==> config.mk <==
export PLATFORM = sky130hd
export DESIGN_NAME = hdmi_island_scheduler
export DESIGN_NICKNAME = d
export VERILOG_FILES = /design/src/rtl/hdmi_pkg.sv /design/src/rtl/hdmi_slot_arbiter.sv /design/src/rtl/hdmi_island_scheduler.sv
export SDC_FILE = /design/constraint.sdc
export NUM_CORES = 1
export LEC_CHECK = 0
export CORE_ASPECT_RATIO = 0.6
export CORE_MARGIN = 10
export CORE_UTILIZATION = 50
export CTS_CLUSTER_DIAMETER = 50
export DETAILED_ROUTE_END_ITERATION = 8
export PLACE_DENSITY = 0.71
export SYNTH_ARGS = -nofsm -noshare
export SYNTH_HDL_FRONTEND = slang
export SYNTH_SLANG_ARGS = --single-unit
==> constraint.sdc <==
create_clock -name clk -period 2.56 [get_ports clk]
set_input_delay 0.384 -clock clk [delete_from_list [all_inputs] [get_ports clk]]
set_output_delay 0.384 -clock clk [all_outputs]
set_load 0.01 [all_outputs]
==> src/rtl/hdmi_pkg.sv <==
`default_nettype none
// ============================================================================
// Module      : hdmi_pkg
// Description : Shared definitions for the HDMI blanking-interval scheduler.
//               Contents:
//               - period output encoding
//               - packet-type indices
//               - period lengths
//               - scheduler state type
//               - a 4-bit popcount helper
// Revision    : 1.0 - initial release
// ============================================================================
package hdmi_pkg;

    // Period encoding driven on the scheduler's period output
    localparam logic [2:0] PER_CTRL         = 3'd0;
    localparam logic [2:0] PER_ISLAND_PRE   = 3'd1;
    localparam logic [2:0] PER_ISLAND_GUARD = 3'd2;
    localparam logic [2:0] PER_ISLAND_DATA  = 3'd3;
    localparam logic [2:0] PER_VIDEO_PRE    = 3'd4;
    localparam logic [2:0] PER_VIDEO_GUARD  = 3'd5;
    localparam logic [2:0] PER_VIDEO        = 3'd6;

    // Packet-type indices; index 3 doubles as the NULL packet selector
    localparam logic [1:0] PKT_ACR    = 2'd0;
    localparam logic [1:0] PKT_SAMPLE = 2'd1;
    localparam logic [1:0] PKT_AVI    = 2'd2;
    localparam logic [1:0] PKT_AINFO  = 2'd3;
    localparam logic [1:0] PKT_NULL   = 2'd3;

    // Period lengths in pixel clocks
    localparam int PREAMBLE_LEN = 8;
    localparam int GUARD_LEN    = 2;
    localparam int PACKET_LEN   = 32;
    localparam int MIN_CTRL_LEN = 12;

    typedef enum logic [2:0] {
        ST_CTRL   = 3'd0,
        ST_IPRE   = 3'd1,
        ST_IGRD_L = 3'd2,
        ST_IDATA  = 3'd3,
        ST_IGRD_T = 3'd4,
        ST_VPRE   = 3'd5,
        ST_VGRD   = 3'd6
    } sched_state_t;

    function automatic logic [2:0] popcount4(input logic [3:0] v);
        logic [2:0] s;
        s = 3'd0;
        for (int i = 0; i < 4; i++) begin
            s = s + {2'b00, v[i]};
        end
        return s;
    endfunction

endpackage
`default_nettype wire

==> src/rtl/hdmi_slot_arbiter.sv <==
`default_nettype none
// ============================================================================
// Module      : hdmi_slot_arbiter
// Description : Fixed-priority packet arbiter (ACR > sample > AVI > AInfo).
//               Keeps a per-island served mask, so a requester gets at most
//               one slot per island.
// Ports       : clk, rst_n  - pixel clock, async active-low reset
//               i_clear     - start of a new island: forget served requesters
//               i_take      - a slot is being filled with the current winner
//               i_req       - accepted request mask
//               o_valid     - some unserved request is available
//               o_sel       - winner index (NULL when none)
//               o_grant     - one-hot winner
// Revision    : 1.0 - initial release
// ============================================================================
module hdmi_slot_arbiter
    import hdmi_pkg::*;
(
    input  logic       clk,
    input  logic       rst_n,
    input  logic       i_clear,
    input  logic       i_take,
    input  logic [3:0] i_req,
    output logic       o_valid,
    output logic [1:0] o_sel,
    output logic [3:0] o_grant
);

    logic [3:0] r_served;
    logic [3:0] w_avail;

    assign w_avail = i_req & ~r_served;

    // Scan from the lowest priority upwards, so the lowest index wins last
    always_comb begin
        o_valid = 1'b0;
        o_sel   = PKT_NULL;
        o_grant = 4'b0000;
        for (int i = 3; i >= 0; i--) begin
            if (w_avail[i]) begin
                o_valid = 1'b1;
                o_sel   = 2'(i);
                o_grant = 4'b0001 << i;
            end
        end
    end

    always_ff @(posedge clk or negedge rst_n) begin
        if (!rst_n) begin
            r_served <= 4'b0000;
        end else if (i_clear) begin
            r_served <= 4'b0000;
        end else if (i_take && o_valid) begin
            r_served <= r_served | o_grant;
        end
    end

endmodule
`default_nettype wire

==> src/rtl/hdmi_island_scheduler.sv <==
`default_nettype none
// ============================================================================
// Module      : hdmi_island_scheduler
// Description : Splits each horizontal blank into three kinds of period:
//               - control
//               - data island, which carries the packets
//               - video preamble/guard
//               It also arbitrates four packet requesters into the island
//               slots. It runs in the pixel-clock domain.
// Ports       : clk, rst_n       - pixel clock, async active-low reset
//               i_de             - active-video enable
//               i_frame_end      - end-of-frame pulse (arms InfoFrames)
//               i_vid_next       - next line carries video
//               i_dvi            - DVI mode, no islands
//               i_req[3:0]       - ACR, sample, AVI, AInfo requests
//               o_grant[3:0]     - one-hot grant on the packet's first cycle
//               o_period[2:0]    - period type
//               o_packet_sel[1:0]- packet type of current slot (3 = NULL)
//               o_packet_start   - first cycle of each packet
//               o_packet_idx[4:0]- cycle within packet
// Revision    : 1.0 - initial release
// ============================================================================
module hdmi_island_scheduler
    import hdmi_pkg::*;
#(
    parameter int H_TOTAL      = 1650,
    parameter int H_ACTIVE     = 1280,
    parameter int ISLAND_START = 4,
    parameter int MAX_PACKETS  = 2
) (
    input  logic       clk,
    input  logic       rst_n,
    input  logic       i_de,
    input  logic       i_frame_end,
    input  logic       i_vid_next,
    input  logic       i_dvi,
    input  logic [3:0] i_req,
    output logic [3:0] o_grant,
    output logic [2:0] o_period,
    output logic [1:0] o_packet_sel,
    output logic       o_packet_start,
    output logic [4:0] o_packet_idx
);

    localparam int H_BLANK = H_TOTAL - H_ACTIVE;
    localparam int HW      = $clog2(H_TOTAL);
    localparam int VLEAD   = PREAMBLE_LEN + GUARD_LEN;

    // The island plus a minimum control period must fit before the video
    // lead-in. Here that means S + 12 + 32n + 12 <= H_BLANK - 10.
    localparam int FIT_ROOM = H_BLANK - VLEAD - ISLAND_START - PREAMBLE_LEN
                              - 2 * GUARD_LEN - MIN_CTRL_LEN;
    localparam int FIT_N    = (FIT_ROOM < PACKET_LEN) ? 0 : FIT_ROOM / PACKET_LEN;
    localparam int N_LIMIT  = (FIT_N < MAX_PACKETS) ? FIT_N : MAX_PACKETS;

    localparam logic [4:0]    N_LIMIT_C = 5'(N_LIMIT);
    localparam logic [HW-1:0] HCNT_LAST = HW'(H_TOTAL - 1);
    localparam logic [HW-1:0] DECIDE_AT = HW'(ISLAND_START - 1);
    localparam logic [HW-1:0] VPRE_AT   = HW'(H_BLANK - VLEAD);
    localparam logic [4:0]    PRE_LAST  = 5'(PREAMBLE_LEN - 1);
    localparam logic [4:0]    GRD_LAST  = 5'(GUARD_LEN - 1);
    localparam logic [4:0]    PKT_LAST  = 5'(PACKET_LEN - 1);

    sched_state_t  r_state;
    logic          r_de_d;
    logic          r_sync;
    logic [HW-1:0] r_hcnt;
    logic [1:0]    r_pend;
    logic [4:0]    r_cnt;
    logic [4:0]    r_slot;
    logic [4:0]    r_n;

    logic          w_de_fall;
    logic [HW-1:0] w_hcnt;
    logic [3:0]    w_acc;
    logic [2:0]    w_req_cnt;
    logic [4:0]    w_n;
    logic          w_decide;
    logic          w_vid_start;
    logic          w_issue;
    logic          w_arb_valid;
    logic [1:0]    w_arb_sel;
    logic [3:0]    w_arb_grant;

    // Blank-relative position of the current cycle
    assign w_de_fall = r_de_d & ~i_de;
    assign w_hcnt    = w_de_fall               ? '0 :
                       (r_hcnt == HCNT_LAST)   ? '0 : r_hcnt + 1'b1;

    // InfoFrames are accepted only while armed for this frame; DVI masks all
    assign w_acc     = {i_req[3] & r_pend[1], i_req[2] & r_pend[0], i_req[1:0]}
                       & {4{~i_dvi}};
    assign w_req_cnt = popcount4(w_acc);
    assign w_n       = ({2'b00, w_req_cnt} > N_LIMIT_C) ? N_LIMIT_C
                                                        : {2'b00, w_req_cnt};

    // Nothing is scheduled until a de fall has aligned the counter
    assign w_decide    = r_sync && !i_de && !i_dvi && (w_hcnt == DECIDE_AT);
    assign w_vid_start = r_sync && i_vid_next && (w_hcnt == VPRE_AT);
    assign w_issue     = (r_state == ST_IDATA) && (r_cnt == 5'd0) && !i_de
                         && w_arb_valid;

    hdmi_slot_arbiter u_arb (
        .clk     (clk),
        .rst_n   (rst_n),
        .i_clear (w_decide),
        .i_take  (w_issue),
        .i_req   (w_acc),
        .o_valid (w_arb_valid),
        .o_sel   (w_arb_sel),
        .o_grant (w_arb_grant)
    );

    always_ff @(posedge clk or negedge rst_n) begin
        if (!rst_n) begin
            r_state        <= ST_CTRL;
            r_de_d         <= 1'b0;
            r_sync         <= 1'b0;
            r_hcnt         <= '0;
            r_pend         <= 2'b00;
            r_cnt          <= 5'd0;
            r_slot         <= 5'd0;
            r_n            <= 5'd0;
            o_grant        <= 4'b0000;
            o_period       <= PER_CTRL;
            o_packet_sel   <= 2'd0;
            o_packet_start <= 1'b0;
            o_packet_idx   <= 5'd0;
        end else begin
            r_de_d <= i_de;
            r_hcnt <= w_hcnt;
            r_sync <= r_sync | w_de_fall;
            // frame_end wins over a same-cycle grant of that InfoFrame
            r_pend <= (r_pend & ~({2{w_issue}} & w_arb_grant[3:2]))
                      | {2{i_frame_end}};

            o_grant        <= 4'b0000;
            o_packet_start <= 1'b0;
            o_packet_idx   <= 5'd0;

            if (i_de) begin
                // Video overrides everything; a running island is abandoned
                o_period <= PER_VIDEO;
                r_state  <= ST_CTRL;
                r_cnt    <= 5'd0;
            end else begin
                case (r_state)
                    ST_CTRL: begin
                        o_period <= PER_CTRL;
                        r_cnt    <= 5'd0;
                        if (w_vid_start) begin
                            // This cycle is itself the first preamble cycle
                            o_period <= PER_VIDEO_PRE;
                            r_state  <= ST_VPRE;
                            r_cnt    <= 5'd1;
                        end else if (w_decide && (w_n != 5'd0)) begin
                            r_state <= ST_IPRE;
                            r_n     <= w_n;
                        end
                    end
                    ST_IPRE: begin
                        o_period <= PER_ISLAND_PRE;
                        r_cnt    <= r_cnt + 5'd1;
                        if (r_cnt == PRE_LAST) begin
                            r_state <= ST_IGRD_L;
                            r_cnt   <= 5'd0;
                        end
                    end
                    ST_IGRD_L: begin
                        o_period <= PER_ISLAND_GUARD;
                        r_cnt    <= r_cnt + 5'd1;
                        if (r_cnt == GRD_LAST) begin
                            r_state <= ST_IDATA;
                            r_cnt   <= 5'd0;
                            r_slot  <= 5'd0;
                        end
                    end
                    ST_IDATA: begin
                        o_period     <= PER_ISLAND_DATA;
                        o_packet_idx <= r_cnt;
                        r_cnt        <= r_cnt + 5'd1;
                        if (r_cnt == 5'd0) begin
                            // No winner means a withdrawn request: NULL slot
                            o_packet_start <= 1'b1;
                            o_packet_sel   <= w_arb_sel;
                            o_grant        <= w_issue ? w_arb_grant : 4'b0000;
                        end
                        if (r_cnt == PKT_LAST) begin
                            if (r_slot == r_n - 5'd1) begin
                                r_state <= ST_IGRD_T;
                            end else begin
                                r_slot <= r_slot + 5'd1;
                            end
                        end
                    end
                    ST_IGRD_T: begin
                        o_period <= PER_ISLAND_GUARD;
                        r_cnt    <= r_cnt + 5'd1;
                        if (r_cnt == GRD_LAST) begin
                            r_state <= ST_CTRL;
                            r_cnt   <= 5'd0;
                        end
                    end
                    ST_VPRE: begin
                        o_period <= PER_VIDEO_PRE;
                        r_cnt    <= r_cnt + 5'd1;
                        if (r_cnt == PRE_LAST) begin
                            r_state <= ST_VGRD;
                            r_cnt   <= 5'd0;
                        end
                    end
                    ST_VGRD: begin
                        o_period <= PER_VIDEO_GUARD;
                        r_cnt    <= r_cnt + 5'd1;
                        if (r_cnt == GRD_LAST) begin
                            r_state <= ST_CTRL;
                            r_cnt   <= 5'd0;
                        end
                    end
                    default: begin
                        o_period <= PER_CTRL;
                        r_state  <= ST_CTRL;
                        r_cnt    <= 5'd0;
                    end
                endcase
            end
        end
    end

endmodule
`default_nettype wire

# --- Word-level counts from Yosys, hierarchy flattened ---
# Cells that the tools add are included.
totals:
  reg_bits: 52
  in_bits: 10
  out_inout_bits: 15
  elab_cells: 132
op_classes:
  n_addsub: 7
  n_lt_le_gt_ge: 1
  n_eq_ne: 23
  mux: 47
  bitwise_logic: 15
  n_reduce_logical: 25
ops:
  columns: ["cell", "count"]
  rows:
  - ["2-to-1 mux 4 bit", 10]
  - ["2-to-1 mux 5 bit", 8]
  - ["2-to-1 mux 3 bit", 12]
  - ["case mux 3 bit (6 select lines)", 2]
  - ["2-to-1 mux 11 bit", 2]
  - ["case mux 5 bit (4 select lines)", 1]
  - ["adder 11 x 1 -> 11 bit (second input constant)", 1]
  - ["== test 11 bit (second input constant)", 1]
  - ["== test 11 x 2 -> 1 bit (second input constant)", 1]
  - ["== test 11 x 9 -> 1 bit (second input constant)", 1]
  - ["adder 5 x 1 -> 5 bit (second input constant)", 2]
  - ["logical AND 1 bit", 10]
  - ["case mux 5 bit (2 select lines)", 1]
  - ["== test 3 bit (second input constant)", 3]
  - ["2-to-1 mux 1 bit", 9]
  - ["inequality test 3 bit (second input constant)", 3]
  - ["AND 4 bit", 2]
  - ["AND reduction 7 bit", 1]
  - ["== test 3 x 2 -> 1 bit (second input constant)", 2]
  - ["inequality test 3 x 2 -> 1 bit (second input constant)", 2]
  - ["OR reduction 2 bit", 3]
  - ["== test 5 x 1 -> 1 bit (second input constant)", 1]
  - ["== test 5 x 3 -> 1 bit (second input constant)", 1]
  - ["== test 5 bit", 1]
  - ["other kinds (29)", 38]

# --- Depth between registers and ports, before layout ---
depth:
  depth_word: 13
  ltp_mapped: 9
  ltp_nobuf: 9

# --- Cells and area by module ---
# Synthesis repeated with hierarchy kept, for this count alone.
hier_totals:
  hier_cells: 289
  hier_area_um2: 2860.2
by_module_without_submodules:
  columns: ["mod", "instances", "cells_per_inst", "area_per_inst_um2", "seq_area_each_um2"]
  rows:
  - ["hdmi_island_scheduler", 1, 263, 2618.8, 1151.1]
  - ["hdmi_slot_arbiter", 1, 26, 241.5, 100.1]

# --- Worst setup path after synthesis ---
# No wires, ideal clock.
synth_timing:
  kind: "flip-flop to flip-flop"
  from: "register r_hcnt[0]"
  to: "register r_n[1]"
  setup_ns: 0.080
  t_arrival_ns: 2.206
  required_time_ns: 2.480
  path_slack_ns: 0.274
  stages_incl_launch_ff: 9
  n_path_buf: 1
  period_less_slack_ns: 2.286
  path_cell_list: "dfrtp_1 > ha_1 > buf_6 > nand4_1 > nor4b_2 > o21bai_1 > a2111o_1 > or3_4 > o22ai_2"
synth_via:
  elab_chain_cells: 7
  elab_cells_between_ends: 11
  classes_between: "add/sub (1); eq/ne (3); mux (2); bitwise (1); reduce/logical (4)"
synth_lines:
  columns: ["element", "line", "text"]
  rows:
  - ["start: declaration", "hdmi_island_scheduler.sv:67", "logic [HW-1:0] r_hcnt;"]
  - ["start signal: assignment", "hdmi_island_scheduler.sv:131", "r_hcnt <= w_hcnt;"]
  - ["adder 11 x 1 -> 11 bit / == test 11 bit (equally long branches)", "hdmi_island_scheduler.sv:88", "(r_hcnt == HCNT_LAST) ? '0 : r_hcnt + 1'b1;"]
  - ["2-to-1 mux 11 bit *", "hdmi_island_scheduler.sv:88", null]
  - ["2-to-1 mux 11 bit *", "hdmi_island_scheduler.sv:87", "assign w_hcnt = w_de_fall ? '0 :"]
  - ["== test 11 x 2 -> 1 bit / == test 11 x 9 -> 1 bit (equally long branches)", "hdmi_island_scheduler.sv:98, hdmi_island_scheduler.sv:99", null]
  - ["logical AND 1 bit (on tied branches)", "hdmi_island_scheduler.sv:98, hdmi_island_scheduler.sv:99", null]
  - ["logical AND 1 bit / NOT 1 bit (equally long branches)", null, null]
  - ["AND reduction 4 bit (no line) *", null, null]
  - ["end signal: assignment", "hdmi_island_scheduler.sv:158", "r_n <= w_n;"]
  - ["end: declaration", "hdmi_island_scheduler.sv:71", "logic [4:0] r_n;"]
# Every way passes the cells marked *; elsewhere a longest branch is shown, timed or not.
# A chain may end at the register's enable or synchronous reset.

# --- Worst setup path after layout ---
layout_timing:
  from: "register r_hcnt[1]"
  to: "register r_n[0]"
# The elaborated chain is that of the path after synthesis.

==> impl_results.rst <==
.. list-table::
   :header-rows: 1

   * - Metric
     - Value
   * - Placed cell count
     - 373
   * - Latest clock arrival within the worst-skew pair
     - 0.30 ns
   * - Leak pwr
     - 1.48 nW
   * - Proportion of synthesized chip area in sequential cells
     - 0.456
   * - Clock Skews
     - 0.00765 ns
   * - Nature of the critical path startpoint
     - flip-flop
   * - Proportion of netlist area held by the largest area contributor
     - 0.456
   * - Antenna Violating Nets Remaining
     - 0
   * - Die extent in x
     - 116 um
   * - Final count of hold timing violations
     - 0
   * - Max-capacitance violation count
     - 0
   * - Crit path required time
     - 2.78 ns
   * - Mux share of post-synthesis cell area
     - 0.00365
   * - Relative slew slack
     - 0.541
   * - Combinational family with the most area after synthesis
     - simple AND/OR/NAND/NOR gates
   * - Maximum count of clock buffers along a single path
     - 2
   * - Average cell area after synthesis
     - 10.1 sq um
   * - Filler instances
     - 424
   * - Unique cell type count in the Yosys netlist
     - 59
   * - Final HPWL DP
     - 4510 um
   * - Largest net degree at the start of global routing
     - 27
   * - Global placement routability congestion
     - 0.844
   * - Commonest cells in the netlist
     - dfrtp_1, nor2_1, nand2_1
   * - Final setup violation count
     - 0
   * - Number of warning messages in the yosys log
     - 0
   * - Dominant synthesized flop cell
     - dfrtp_1
   * - Proportion of layout cells with a drive suffix above 1
     - 0.140
   * - 1st-pass router iterations
     - 4
   * - Drc violations
     - 0
   * - Global router's overall resource usage
     - 0.134
   * - Clock-pin slew on the worst setup and hold paths
     - 0.09 ns
   * - Die Footprint
     - 0.00894 sq mm
   * - Depth of the CTS H-tree
     - 2
   * - Area of the mapped netlist
     - 0.00274 sq mm
   * - Initial antenna violation count
     - 0
   * - Starting utilization of the core area
     - 0.529
   * - Post-synth EDFFs
     - 0
   * - Vias in the first global route
     - 2101
   * - Post-synthesis share of cell area spent on xor and xnor gates
     - 0.0703
   * - Share of the clock period used by the worst path
     - 0.943
   * - Antenna diodes
     - 0
   * - Path class of the lowest-slack min-delay path
     - input pin to asynchronous set/reset pin
   * - Compound-gate portion of the synthesized area
     - 0.118
   * - Total CTS buffers
     - 5
   * - Post-synthesis net count
     - 295
   * - Placed inst area
     - 0.00313 sq mm
   * - Final TNS setup
     - 0 ns
   * - Clock tree from TritonCTS
     - built
   * - Height of the die
     - 77.4 um
   * - CP endpoint kind
     - flip-flop
   * - Area share of fa/ha/maj cells after synthesis
     - 0.0621
   * - Setup repair after global routing missed its margin
     - yes
   * - Top-level port count
     - 25
   * - Post-DR wirelength/cell
     - 15.6 um
   * - Number of rows created at floorplan
     - 20
   * - Data arrival, critical path
     - 2.64 ns
   * - Total of buffers placed on input and output ports
     - 24
   * - Peak clock frequency supported by timing
     - 414 MHz
   * - GRT Residual Overflow
     - 0
   * - Post-synthesis register bit count
     - 50
   * - Area growth from synthesis to final layout
     - 17.9%
   * - Result of the run
     - finished, final reports clean
   * - Total via count in the routed design
     - 2127
   * - Share of flip-flops with an asynchronous set or reset
     - 1.00
   * - Cells after Synth
     - 272
   * - DRT iter0 DRCs
     - 143
   * - Fin. max-slew vios
     - 0
   * - Vias/cell
     - 5.58
   * - PwrDens
     - 695 mW/mm^2
   * - Number of sinks on the clock net
     - 50
   * - Final worst path period need
     - 2.41 ns
   * - Largest area contributor in the netlist
     - dfrtp_1
   * - Core ar.
     - 0.00518 sq mm
   * - Peak supply drop
     - 0.403 mV
   * - Most frequent cell after synthesis
     - dfrtp_1
   * - Synth Area in Simple Gates
     - 0.229
   * - Clock Tree Root
     - clkbuf_8
   * - Final cell area excluding filler cells
     - 0.00323 sq mm
   * - Cell types occupying the most area after synthesis
     - dfrtp_1, ha_1, nor2_1, xnor2_1, xor2_1
   * - Number of standard cells in the layout, taps in and fillers out
     - 381
   * - Number of nets in the layout
     - 337
   * - Routed Wire Length
     - 5930 um
   * - Least-Margin Pin Slew
     - 0.688 ns
   * - Worst setup path category
     - flip-flop to flip-flop
   * - CP Max Fanout
     - 12
   * - Wire length of the first global-routing pass
     - 10000 um
[placed cells by master (no fill, tap or decap), drive strengths merged, types with 4 or more instances in the layout]
cell           instances
nand4                  8
nor3                  10
inv                   17
nand2b                 4
and2                   7
xor2                  10
dfrtp                 50
o21ai                  4
o21a                   4
buf                   23
and3                   7
nand3                  7
nor2                  31
nand2                 19
clkbuf                 7
clkdlybuf4s50         23
xnor2                 12
a21oi                  7
ha                    12
[through the flow]
stage | util | setup WS (ns) | hold slack (ns) | total power [mW]
after global routing | 0.624 | -0.0295 | 0.109 | 2.39
after detailed placement | 0.604 | -0.270 | 0.419 | 1.77
after global placement | 0.604 | -0.0985 | 0.404 | 1.74
after CTS | 0.621 | 0.0494 | 0.0909 | 2.25
final | 0.624 | 0.146 | 0.0724 | 2.25
after floorplan | - | 0.274 | 0.0884 | 1.52
[worst paths after layout]
| check | startpoint | endpoint | slack (ns) | cells after the start |
|---|---|---|---|---|
| setup / recovery | r_hcnt[1]$_DFF_PN0_ | r_n[0]$_DFFE_PN0P_ | 0.15 | 9 |
| hold / removal | rst_n | r_pend[1]$_DFF_PN0_ | 0.07 | 1 |
| setup reg to reg | r_hcnt[1]$_DFF_PN0_ | r_n[0]$_DFFE_PN0P_ | 0.15 | 9 |
| hold reg to reg | u_arb.r_served[0]$_DFFE_PN0P_ | o_grant[0]$_DFF_PN0_ | 0.47 | 1 |
| max in group asynchronous | rst_n | r_n[1]$_DFFE_PN0P_ | 1.87 | 2 |
| min in group clk | u_arb.r_served[0]$_DFFE_PN0P_ | o_grant[0]$_DFF_PN0_ | 0.47 | 1 |
[power by group]
group,total [mW],leakage (nW),switching (mW),internal [mW]
Clock,0.483,0.0482,0.264,0.219
Sequential,1.07,0.647,0.150,0.919
Combinational,0.695,0.783,0.357,0.338
[layer usage]
metal,part of all wire,GRT usage,vias to the layer above
met3,0.067,0.0392,4
met1,0.52,0.199,1032
li1,-,-,1039
met5,0,0,-
met2,0.41,0.189,52
met4,0.0056,0.0227,0
[worst max-delay path, cell delays in order (launching register included)]
cell	delay [ns]
dfrtp_1	0.39
inv_1	0.06
ha_1	0.13
or4bb_1	0.53
o31ai_4	0.29
buf_6	0.19
nor4b_2	0.06
buf_4	0.17
or3_4	0.38
o22ai_1	0.13
[kinds of logic after synthesis]
logic type      Yosys count
compound gates           43
xor+xnor                 22
fa+ha+maj                13
buf+inv                  29
flops                    50
mux                       1
simple gates            114
[state kept, by name (all words and copies together), names as in the netlist]
register        count
r_hcnt             11
o_packet_idx        5
r_cnt               5
r_slot              5
o_grant             4
u_arb.r_served      4
o_period            3
r_n                 3
r_state             3
o_packet_sel        2
r_pend              2
o_packet_start      1
r_de_d              1
r_sync              1
[layout make-up]
| class | instances | area, sq um | area share |
|---|---|---|---|
| clock buffers | 7 | 86.3 | 0.0267 |
| clock inverters | 1 | 5.00 | 0.00155 |
| inverters | 18 | 67.6 | 0.0209 |
| multi-input cells | 193 | 1340 | 0.413 |
| flip-flops and latches | 50 | 1250 | 0.387 |
| well taps | 66 | 82.6 | 0.0255 |
| repair buffers | 46 | 404 | 0.125 |
[timing repair]
item / CTS / global route
resized for setup: 0 / 5
setup endpoints to repair: 0 / 6
setup buffers: 0 / 0
hold buffers: 0 / 0
(Power assumes the default switching activity.)
